[src/rtl/serial_subtractor_pkg.sv]
// Shared definitions for the bit-serial arithmetic blocks.
package serial_subtractor_pkg;

    localparam int unsigned SUB_WIDTH_DEFAULT = 4;
    localparam int unsigned SUB_CW_DEFAULT    = 3;

    typedef enum logic [1:0] {
        ST_IDLE  = 2'd0,
        ST_SHIFT = 2'd1,
        ST_DONE  = 2'd2
    } sub_state_e;

endpackage

[src/rtl/serial_subtractor_full_subtractor.sv]
// One-bit full subtractor built from two half-subtractor stages.
module full_subtractor (
    input  logic a,
    input  logic b,
    input  logic bin,
    output logic d,
    output logic bout
);

    logic hs1_d;
    logic hs1_b;
    logic hs2_b;

    // First half subtractor: a - b
    assign hs1_d = a ^ b;
    assign hs1_b = ~a & b;

    // Second half subtractor: (a - b) - bin
    assign d     = hs1_d ^ bin;
    assign hs2_b = ~hs1_d & bin;

    // Either stage may generate the borrow
    assign bout  = hs1_b | hs2_b;

endmodule

[src/rtl/serial_subtractor.sv]
// Bit-serial unsigned subtractor: Diff = P - Q, LSB first, one bit per clock.
module serial_subtractor
    import serial_subtractor_pkg::*;
#(
    parameter int unsigned WIDTH = SUB_WIDTH_DEFAULT,
    parameter int unsigned CW    = SUB_CW_DEFAULT
) (
    input  logic             clk,
    input  logic             rst,
    input  logic             start,
    input  logic [WIDTH-1:0] P,
    input  logic [WIDTH-1:0] Q,
    output logic             busy,
    output logic             done,
    output logic [WIDTH:0]   Diff
);

    localparam logic [CW-1:0] LAST_BIT = CW'(WIDTH - 1);

    sub_state_e       state_q,  state_d;
    logic [WIDTH-1:0] a_q,      a_d;
    logic [WIDTH-1:0] b_q,      b_d;
    logic [WIDTH-1:0] r_q,      r_d;
    logic             borrow_q, borrow_d;
    logic [CW-1:0]    count_q,  count_d;
    logic [WIDTH:0]   diff_q,   diff_d;

    logic             fs_d;
    logic             fs_bout;

    full_subtractor u_fs (
        .a    (a_q[0]),
        .b    (b_q[0]),
        .bin  (borrow_q),
        .d    (fs_d),
        .bout (fs_bout)
    );

    // State, datapath and result registers
    always_ff @(posedge clk or posedge rst) begin
        if (rst) begin
            state_q  <= ST_IDLE;
            a_q      <= '0;
            b_q      <= '0;
            r_q      <= '0;
            borrow_q <= 1'b0;
            count_q  <= '0;
            diff_q   <= '0;
        end else begin
            state_q  <= state_d;
            a_q      <= a_d;
            b_q      <= b_d;
            r_q      <= r_d;
            borrow_q <= borrow_d;
            count_q  <= count_d;
            diff_q   <= diff_d;
        end
    end

    // Next-state and datapath update; DONE accepts start like IDLE for back-to-back runs
    always_comb begin
        state_d  = state_q;
        a_d      = a_q;
        b_d      = b_q;
        r_d      = r_q;
        borrow_d = borrow_q;
        count_d  = count_q;
        diff_d   = diff_q;
        unique case (state_q)
            ST_IDLE, ST_DONE: begin
                if (start) begin
                    a_d      = P;
                    b_d      = Q;
                    r_d      = '0;
                    borrow_d = 1'b0;
                    count_d  = '0;
                    state_d  = ST_SHIFT;
                end else begin
                    state_d  = ST_IDLE;
                end
            end
            ST_SHIFT: begin
                r_d      = {fs_d, r_q[WIDTH-1:1]};
                a_d      = a_q >> 1;
                b_d      = b_q >> 1;
                borrow_d = fs_bout;
                count_d  = count_q + CW'(1);
                if (count_q == LAST_BIT) begin
                    // Final bit and borrow go straight into Diff, bypassing r_q
                    diff_d  = {fs_bout, fs_d, r_q[WIDTH-1:1]};
                    state_d = ST_DONE;
                end
            end
            default: state_d = ST_IDLE;
        endcase
    end

    assign busy = (state_q == ST_SHIFT);
    assign done = (state_q == ST_DONE);
    assign Diff = diff_q;

endmodule

[config.mk]
export PLATFORM = sky130hd
export DESIGN_NAME = serial_subtractor
export DESIGN_NICKNAME = d
export VERILOG_FILES = /design/src/rtl/serial_subtractor_pkg.sv /design/src/rtl/serial_subtractor_full_subtractor.sv /design/src/rtl/serial_subtractor.sv
export SDC_FILE = /design/constraint.sdc
export NUM_CORES = 1
export LEC_CHECK = 0
export BUFFER_PORTS_ARGS = -buffer_cell sky130_fd_sc_hd__buf_2
export CAP_MARGIN = 20
export CORE_MARGIN = 2
export CORE_UTILIZATION = 40
export DETAILED_ROUTE_END_ITERATION = 7
export GPL_TIMING_DRIVEN = 0
export MAX_ROUTING_LAYER = met4
export PLACE_DENSITY = 0.71
export SYNTH_ARGS = -nofsm -noshare
export SYNTH_HDL_FRONTEND = slang
export SYNTH_SLANG_ARGS = --single-unit
[constraint.sdc]
create_clock -name clk -period 1.7 [get_ports clk]
set_clock_uncertainty 0.1 [all_clocks]
set_input_delay 0.17 -clock clk [delete_from_list [all_inputs] [get_ports clk]]
set_output_delay 0.17 -clock clk [all_outputs]
set_load 0.02 [all_outputs]
==> results by group, run 1 <==
Power
  • Clock Power Share: 9.9%
  • Logic pwr share: 50.6%
  • NetSw: 0.903 mW
  • Leakage power: 0.587 nW
  • Maximum vdd ir drop: 0.000856 V
  • Sw Share: 38.8%
  • PwrDens: 1920 nW/um^2
  • Internal power: 1.42 mW
  • Share of power burned in registers: 39.5%

Worst setup path
  • Data arrival time of the worst path: 1.36 ns
  • Setup crit end kind: primary output
  • Worst path slowest cell: dfrtp_1
  • Crit start category: register
  • CP Class: register to primary output
  • R2R Setup Slk: 0.16 ns
  • RR Endpoint: Diff[0]
  • Worst Path Required: 1.43 ns
  • Crit. Startpoint: state_q[1]
  • Worst-path cell chain: buf_6 > nand2b_4 > buf_8 > inv_8 > buf_2
  • Worst reg-to-reg path cell count: 4
  • End point of the critical path: busy
  • Reg2reg start: count_q[0]
  • Critical-path maximum fanout: 8
  • Max incr delay on CP: 0.39 ns

Global route
  • Initial antenna violation count: 0
  • Largest net degree at the start of global routing: 23
  • Total gr overflow: 0
  • Global-route wire length before repair: 3110 microns
  • GRT Total Usage: 15.2%
  • Vias in the first global route: 707

Timing
  • Fmax: 612 MHz
  • Final setup TNS: 0 ns
  • Crit path time final: 1.63 ns
  • Slew Limit Fails: 0
  • RSZ-0062 raised after global routing: no
  • Fin crit share: 96.1%
  • # setup viols final: 0
  • Slew HR: 44.9%
  • Final count of hold timing violations: 0
  • Worst Max-Slew Pin Slew: 0.825 ns

Placed design
  • Post-DP Area: 1160 sq um
  • Detailed Place HPWL: 1400 microns
  • GP Congestion: 0.718
  • Cell count after placement: 127
  • Buffers on Ports: 17

Yosys
  • YS warnings: 0
  • Top cell type by total area after synthesis: dfrtp_1
  • Synth Register Bits: 22
  • Adder-Cell Fraction of Synth Area: 4.34%
  • Avg Inst Size Synth: 13.0 sq um
  • Post-synth EDFFs: 0
  • Synth Area in XOR/XNOR: 0%
  • Synth unique cells: 24
  • Syn Nets: 94
  • Synth async-reset ratio: 100%
  • Synth Flop Type: dfrtp_1
  • Mapped Cells: 80
  • Synth Area in Simple Gates: 13.0%
  • Post-synthesis mux area share: 9.28%
  • Post-Syn Area: 1040 sq um
  • Synth top area cells: dfrtp_1 53%, a22o_1 6.7%, mux2_2 5.4%, mux2i_1 3.9%, nand2b_4 2.7%
  • Largest family of logic cells by synthesized area: compound AO/OA/AOI/OAI gates
  • Synth Area in Compound Gates: 13.9%
  • Sequential share of the synthesized area: 53.0%
  • Synth top area share: 53.0%

Routing
  • # DRC: 0
  • Via Count: 686
  • WL/cell: 14.1 microns
  • Overall routed net length: 1880 microns
  • Routed Antenna Nets: 0
  • Via density: 5.16
  • DR pass1 iterations: 6
  • DRT iter0 DRCs: 4

Cells and area
  • Most frequent cells in the layout: 22 x dfrtp_1, 17 x buf_2, 8 x a22o_1, 5 x inv_1, 5 x mux2_2
  • Register Area: 551 sq um
  • Fill cell count: 246
  • Final nets: 119
  • Commonest non-fill, non-tap cell in the layout: dfrtp_1
  • Syn-to-layout area delta: 16.9%
  • # diodes: 0
  • Area of the multi-input gates: 420 sq um
  • Ratio of cells with drive above 1 in the final layout: 34.0%
  • Finished Cell Area: 1210 sq um
  • Final std cells w/o fill: 133

Floorplanning
  • I/O pins: 18
  • Die ar.: 3020 sq um
  • Core area: 2480 sq um
  • Die Span Y: 55.0 microns
  • Initial cell density of the core: 41.9%
  • Die width: 55.0 microns
  • # rows: 18

CTS
  • Clock root buffer: clkbuf_4
  • Clock slew at reported path FFs: 0.11 ns
  • Maximum clock insertion buffer count: 2
  • Max H-tree Level: 1
  • TritonCTS clock tree: built
  • Clk Latency, worst-skew pair: 0.31 ns
  • TritonCTS Sinks: 22
  • Postcts setup bufs: 0
  • # resized after CTS: 0
  • CTS Buf Count: 3

Status
  • Status: complete, no violations

Run
  • Max Cap Viol: 0

Min path
  • Hold Path Class: input pin to register
-- routing by layer --
layer	part of all wire (%)	GRT usage, %
met1	43	19.0
met2	50	24.6
met3	4.0	1.61
met4	2.0	7.72
met5	0	-
-- synth_stat cells (all sizes together) (2+ instances only) --
cell type,count
nor3,3
buf,3
ha,2
nor2,5
a22o,8
o22ai,4
dfrtp,22
o21ai,3
nor2b,3
mux2,5
a21oi,3
nand2b,2
a211oi,2
inv,6
mux2i,4
-- registers in the layout (all words and copies together) (netlist names) --
register	count
Diff	5
a_q	4
b_q	4
borrow_q	1
count_q	3
r_q	3
state_q	2
-- how the worst min path moves through the flow --
stage	startpoint	endpoint	cells past startpoint
3_5_place_dp	rst	Diff[0]	2
6_report	Q[2]	b_q[2]	3
3_3_place_gp	rst	Diff[1]	2
4_1_cts	P[0]	a_q[0]	3
5_1_grt	Q[2]	b_q[2]	3
2_1_floorplan	rst	Diff[0]	1
-- cells by family (layout without fill, tap and decap cells) --
family,Yosys count,in the layout
AND/OR/NAND/NOR,17,17
buffers and inverters,9,32
multiplexers,9,9
flip-flops,22,22
adder cells (fa/ha/maj),3,3
AO/OA/AOI/OAI,20,20
-- final cells by class --
cell class / count / area share [%]
repair buffers: 20 / 9.48
inverters: 6 / 2.47
multi-input cells: 49 / 34.6
clock buffers: 3 / 1.86
well taps: 30 / 3.09
plain buffers: 3 / 3.09
flip-flops and latches: 22 / 45.4
-- through the flow --
| step | hold slack (ns) | utilization, % | power (mW) | worst slack [ns] |
|---|---|---|---|---|
| 4_1_cts | 0.0230 | 49.0 | 2.35 | 0.0512 |
| 3_3_place_gp | 0.259 | 46.9 | 2.05 | 0.195 |
| 2_1_floorplan | 0.0592 | - | 1.82 | 0.268 |
| 6_report | 0.0185 | 49.0 | 2.33 | 0.0663 |
| 5_1_grt | 0.0412 | 49.0 | 2.50 | 0.0193 |
| 3_5_place_dp | 0.279 | 46.9 | 2.11 | 0.165 |
-- worst max-delay path, delay by kind of cell (launching register included) --
| family | cells | cell delay (ns) |
|---|---|---|
| buffers and inverters | 4 | 0.52 |
| DFF | 1 | 0.39 |
| and+or+nand+nor | 1 | 0.14 |
-- power by group through the flow --
stage | sequential (mW) | combinational, mW | clock, mW
final | 0.919 | 1.18 | 0.229
after global routing | 0.948 | 1.29 | 0.256
after CTS | 0.922 | 1.19 | 0.238
after detailed placement | 0.931 | 1.18 | 0
after global placement | 0.918 | 1.13 | 0
after floorplan | 0.959 | 0.865 | 0
-- what timing repair did --
item | CTS | global route
endpoints found under the setup margin | 0 | 0
endpoints found under the hold margin | 24 | 0
hold buffers | 3 | 0
Note: power is estimated with default switching activity, not from simulation.
==> inputs of run 2 (changes only) <==
BUFFER_PORTS_ARGS = -buffer_cell sky130_fd_sc_hd__clkbuf_2   (was -buffer_cell sky130_fd_sc_hd__buf_2)
PLACE_DENSITY = not set   (was 0.71)
==> results by group, run 2 (same netlist as run 1, synthesis figures left out) <==
Status
  • Status: complete, no violations

Power
  • Clock Power Share: 9.7% (-0.2 points)
  • Overall Power: 2.31 mW (-0.82%)
  • NetSw: 0.888 mW (-1.6%)
  • Sw Share: 38.5% (-0.31 points)
  • Internal power: 1.42 mW (-0.32%)
  • Leakage power: 0.588 nW (about the same)
  • PwrDens: 1900 nW/um^2 (-0.82%)
  • Maximum vdd ir drop: 0.00105 V (+22%)
  • Logic pwr share: 50.5% (about the same)
  • Share of power burned in registers: 39.8% (+0.3 points)

Timing
  • RSZ-0062 raised after global routing: no
  • Setup ws final: 0.0747 ns (+0.00843 ns)
  • Worst Max-Slew Pin Slew: 0.821 ns (-0.00385 ns)
  • # setup viols final: 0 (unchanged)
  • Slew HR: 45.2% (+0.26 points)
  • Final setup TNS: 0 ns (unchanged)
  • Crit path time final: 1.63 ns (-0.00843 ns)
  • Fin crit share: 95.6% (-0.50 points)
  • Slew Limit Fails: 0 (unchanged)
  • Final count of hold timing violations: 0 (unchanged)
  • Fmax: 615 MHz (+0.52%)

Cells and area
  • Final nets: 119 (unchanged)
  • Fin util: 49.0% (unchanged)
  • Finished Cell Area: 1210 sq um (unchanged)
  • Commonest non-fill, non-tap cell in the layout: dfrtp_1
  • Syn-to-layout area delta: 16.9% (unchanged)
  • Ratio of cells with drive above 1 in the final layout: 34.0% (unchanged)
  • # diodes: 0 (unchanged)
  • Largest register FFs: 5 (unchanged)
  • Most frequent cells in the layout: 22 x dfrtp_1, 17 x clkbuf_2, 8 x a22o_1, 5 x inv_1, 5 x mux2_2

Placed design
  • GP Congestion: 0.686 (-4.4%)
  • Post-DP Area: 1160 sq um (unchanged)
  • Buffers on Ports: 17 (unchanged)
  • Pre-CTS setup slack: 0.162 ns (-0.00262 ns)
  • Detailed Place HPWL: 1340 microns (-4.2%)

Floorplanning
  • Initial cell density of the core: 41.9% (unchanged)
  • # rows: 18 (unchanged)
  • Core area: 2480 sq um (unchanged)
  • Die width: 55.0 microns (unchanged)
  • Die Span Y: 55.0 microns (unchanged)
  • I/O pins: 18 (unchanged)
  • Die ar.: 3020 sq um (unchanged)

Global route
  • GRT Total Usage: 15.1% (-0.14 points)
  • Vias in the first global route: 661 (-6.5%)
  • Global-route wire length before repair: 3070 microns (-1.3%)
  • Largest net degree at the start of global routing: 23 (unchanged)
  • Total gr overflow: 0 (unchanged)
  • Initial antenna violation count: 0 (unchanged)

Routing
  • Via density: 5.05 (-2.0%)
  • DR pass1 iterations: 3 (-3)
  • Via Count: 672 (-2.0%)
  • Routed Antenna Nets: 0 (unchanged)
  • Overall routed net length: 1800 microns (-4.5%)
  • WL/cell: 13.5 microns (-4.5%)
  • DRT iter0 DRCs: 3 (-1)
  • # DRC: 0 (unchanged)

CTS
  • Max H-tree Level: 1 (unchanged)
  • Clock root buffer: clkbuf_4
  • Clk Latency, worst-skew pair: 0.30 ns (about the same)
  • TritonCTS clock tree: built
  • TritonCTS Sinks: 22 (unchanged)
  • Postcts setup bufs: 0 (unchanged)
  • Maximum clock insertion buffer count: 2 (unchanged)
  • CTS Buf Count: 3 (unchanged)
  • Clock slew at reported path FFs: 0.11 ns (about the same)

Worst setup path
  • CP Class: register to primary output
  • Data arrival time of the worst path: 1.36 ns (about the same)
  • Setup crit end kind: primary output
  • Critical-path maximum fanout: 8 (unchanged)
  • Crit start category: register
  • Worst Path Required: 1.43 ns (about the same)

Min path
  • Hold Path Class: input pin to register

Run
  • Max Cap Viol: 0 (unchanged)
run 2: cell count changes in the layout (fill, tap and decap cells not counted):
cell and delta:
buf_2 -17, clkbuf_2 +17
run 2: final timing paths:
kind | slack (ns) | from | to | cells after the start
setup / recovery | 0.07 | state_q[1] | busy | 5
hold / removal | 0.04 | Q[2] | b_q[2] | 3
setup reg to reg | 0.15 | count_q[0] | Diff[2] | 4
hold reg to reg | 0.39 | Diff[4] | Diff[4] | 2
max in group asynchronous | 0.54 | rst | Diff[3] | 3
min in group asynchronous | 0.45 | rst | count_q[2] | 3
run 2: layer usage:
metal / up-vias / wire, microns / global-route usage [%]
li1: 333 / - / -
met1: 328 / 840 / 20.3
met2: 9 / 893 / 22.2
met3: 2 / 46 / 2.42
met4: 0 / 17 / 7.32
met5: - / 0 / -
run 2: final cells by class:
type | count | area [sq um]
fillers | 245 | 1260
flip-flops and latches | 22 | 551
multi-input cells | 49 | 420
repair buffers | 20 | 115
plain buffers | 3 | 37.5
well taps | 30 | 37.5
inverters | 6 | 30.0
clock buffers | 3 | 22.5
run 2: critical path, cell delays in order (launching register included):
cell and delay [ns]:
dfrtp_1 0.39, buf_6 0.14, nand2b_4 0.14, buf_8 0.14, inv_8 0.08, clkbuf_2 0.17
run 2: metrics by stage:
step | cells | hold slack, ns
floorplan | 80 | 0.0592
global placement | 127 | 0.266
detailed placement | 127 | 0.252
CTS | 133 | 0.0260
global route | 133 | 0.0425
finish | 133 | 0.0372
run 2: power groups by stage:
stage | clock network, mW | registers [mW] | logic (mW)
CTS | 0.236 | 0.918 | 1.19
detailed placement | 0 | 0.932 | 1.17
global placement | 0 | 0.917 | 1.14
floorplan | 0 | 0.959 | 0.865
global route | 0.259 | 0.948 | 1.28
finish | 0.224 | 0.917 | 1.16
run 2: timing repair:
item	in CTS	in global routing
hold buffers	3	0
hold endpoints to repair	24	0
gates resized for setup	0	0
==> inputs of run 3 (changes only) <==
CORE_UTILIZATION = 43   (was 40)
PLACE_DENSITY = 0.63   (was not set)
==> results by group, run 3 (same netlist as run 1, synthesis figures left out) <==
Worst setup path
  • Max incr delay on CP: 0.39 ns (about the same)
  • R2R Setup Slk: 0.16 ns (about the same)
  • RR Endpoint: Diff[2]
  • Reg2reg start: count_q[0]
  • Worst Path Required: 1.43 ns (about the same)
  • Data arrival time of the worst path: 1.34 ns (-0.02 ns)
  • CP Class: register to primary output
  • Worst-path cell chain: buf_6 > nand2b_4 > buf_8 > inv_8 > buf_4
  • CP delay by family, top: buffers and inverters
  • Crit start category: register
  • Worst reg-to-reg path cell count: 4 (unchanged)
  • Setup crit end kind: primary output
  • Worst path slowest cell: dfrtp_1
  • WP buf/inv: 4 (unchanged)
  • Critical-path maximum fanout: 8 (unchanged)

Floorplanning
  • Core area: 2250 sq um (-9.0%)
  • Die Span Y: 53.1 microns (-3.3%)
  • I/O pins: 18 (unchanged)
  • Die width: 53.1 microns (-3.3%)
  • # rows: 17 (-1)
  • Die ar.: 2820 sq um (-6.5%)
  • Initial cell density of the core: 46.1% (+4.1 points)

Timing
  • Final count of hold timing violations: 0 (unchanged)
  • Crit path time final: 1.61 ns (-0.0110 ns)
  • Final setup TNS: 0 ns (unchanged)
  • Hold_ws: 0.0152 ns (-0.0220 ns)
  • Fin crit share: 95.0% (-0.65 points)
  • Worst Max-Slew Pin Slew: 0.818 ns (-0.00313 ns)
  • # setup viols final: 0 (unchanged)
  • Slew Limit Fails: 0 (unchanged)
  • Fmax: 619 MHz (+0.68%)
  • Slew HR: 45.4% (+0.21 points)
  • RSZ-0062 raised after global routing: no

Cells and area
  • Finished Cell Area: 1230 sq um (+1.1%)
  • Area of the multi-input gates: 420 sq um (unchanged)
  • Final nets: 119 (unchanged)
  • Fill cell count: 215 (-12%)
  • Final std cells w/o fill: 132 (-0.75%)
  • Most frequent cells in the layout: 22 x dfrtp_1, 16 x clkbuf_2, 8 x a22o_1, 5 x inv_1, 5 x mux2_2
  • # diodes: 0 (unchanged)
  • Ratio of cells with drive above 1 in the final layout: 34.6% (+0.63 points)
  • Register Area: 551 sq um (unchanged)
  • Commonest non-fill, non-tap cell in the layout: dfrtp_1
  • Largest register FFs: 5 (unchanged)
  • Syn-to-layout area delta: 18.2%

Routing
  • DR pass1 iterations: 4 (+1)
  • Overall routed net length: 1840 microns (+2.3%)
  • Routed Antenna Nets: 0 (unchanged)
  • Met2 WL: 863 microns (-3.4%)
  • DR top layer: met4
  • Metal-1 WL: 898 microns (+6.9%)
  • DRT iter0 DRCs: 5 (+2)
  • Via density: 5.18 (+2.6%)
  • Via Count: 684 (+1.8%)
  • # DRC: 0 (unchanged)
  • WL/cell: 13.9 microns (+3.1%)
  • Routed wl met3: 69 microns (+50%)

Global route
  • Vias in the first global route: 706 (+6.8%)
  • Total gr overflow: 0 (unchanged)
  • Global-route wire length before repair: 3130 microns (+1.8%)
  • Initial antenna violation count: 0 (unchanged)
  • GRT Total Usage: 15.7% (+0.66 points)
  • Largest net degree at the start of global routing: 23 (unchanged)

CTS
  • TritonCTS clock tree: built
  • Clock slew at reported path FFs: 0.12 ns (about the same)
  • Clk Latency, worst-skew pair: 0.30 ns (about the same)
  • Clock root buffer: clkbuf_4
  • Max H-tree Level: 1 (unchanged)
  • TritonCTS Sinks: 22 (unchanged)
  • Maximum clock insertion buffer count: 2 (unchanged)
  • CTS Buf Count: 3 (unchanged)

Power
  • Internal power: 1.47 mW (+3.9%)
  • Logic pwr share: 49.1% (-1.4 points)
  • Clock Power Share: 12.2% (+2.5 points)
  • PwrDens: 1940 nW/um^2 (+2.0%)
  • Sw Share: 38.0% (-0.48 points)
  • Maximum vdd ir drop: 0.000888 V (-15%)
  • Share of power burned in registers: 38.7% (-1.1 points)
  • NetSw: 0.905 mW (+1.9%)
  • Leakage power: 0.595 nW (+1.3%)

Run
  • Max Cap Viol: 0 (unchanged)

Placed design
  • Detailed Place HPWL: 1290 microns (-4.0%)
  • Post-DP Area: 1160 sq um (-0.22%)
  • GP Congestion: 0.720 (+4.9%)
  • Cell count after placement: 125 (-1.6%)
  • Buffers on Ports: 17 (unchanged)

Min path
  • Worst Hold Path EP: b_q[1]
  • Min-delay src: Q[1]
  • Hold Path Class: input pin to register
  • Hold Path Depth: 3 (unchanged)

Status
  • Status: complete, no violations
run 3: timing repair:
action | in CTS | in global routing
buffers inserted | 0 | 0
hold buffers | 3 | 0
endpoints found under the setup margin | 0 | 1
hold endpoints to repair | 24 | 0
gates resized for setup | 0 | 2
run 3: final cells by class:
class | count | share of cell area [%]
multi-input cells | 49 | 34.3
clock buffers | 4 | 2.96
well taps | 28 | 2.85
repair buffers | 20 | 9.58
inverters | 6 | 2.45
flip-flops and latches | 22 | 44.9
plain buffers | 3 | 3.06
run 3: metrics by stage:
| stage | setup slack, ns | power [mW] | util (%) |
|---|---|---|---|
| 2_1_floorplan | 0.268 | 1.82 | - |
| 3_3_place_gp | 0.179 | 2.06 | 51.4 |
| 3_5_place_dp | 0.173 | 2.09 | 51.4 |
| 4_1_cts | 0.0481 | 2.39 | 54.3 |
| 5_1_grt | 0.0223 | 2.55 | 54.4 |
| 6_report | 0.0857 | 2.38 | 54.4 |
run 3: worst max-delay path by stage:
stage	startpoint	end	slack, ns	cells past startpoint
6_report	state_q[1]	busy	0.09	5
3_5_place_dp	count_q[0]	Diff[3]	0.17	4
2_1_floorplan	count_q[0]	Diff[0]	0.27	4
5_1_grt	state_q[1]	busy	0.02	5
3_3_place_gp	count_q[0]	Diff[0]	0.18	4
4_1_cts	state_q[1]	busy	0.05	5
run 3: worst register-to-register path, stage by stage (launching register included):
cell and delay, ns:
dfrtp_1 0.42, ha_1 0.21, ha_1 0.23, nand3b_4 0.14, mux2_2 0.34
run 3: power groups by stage:
stage	logic [mW]	clock network (mW)	registers [mW]
global placement	1.14	0	0.919
detailed placement	1.16	0	0.930
CTS	1.17	0.299	0.921
global route	1.29	0.315	0.949
floorplan	0.865	0	0.959
finish	1.17	0.290	0.920
run 3: layer usage:
| layer | vias up | global-route usage [%] |
|---|---|---|
| met4 | 0 | 6.41 |
| met2 | 9 | 24.0 |
| li1 | 336 | - |
| met3 | 2 | 3.11 |
| met5 | - | - |
| met1 | 337 | 20.5 |
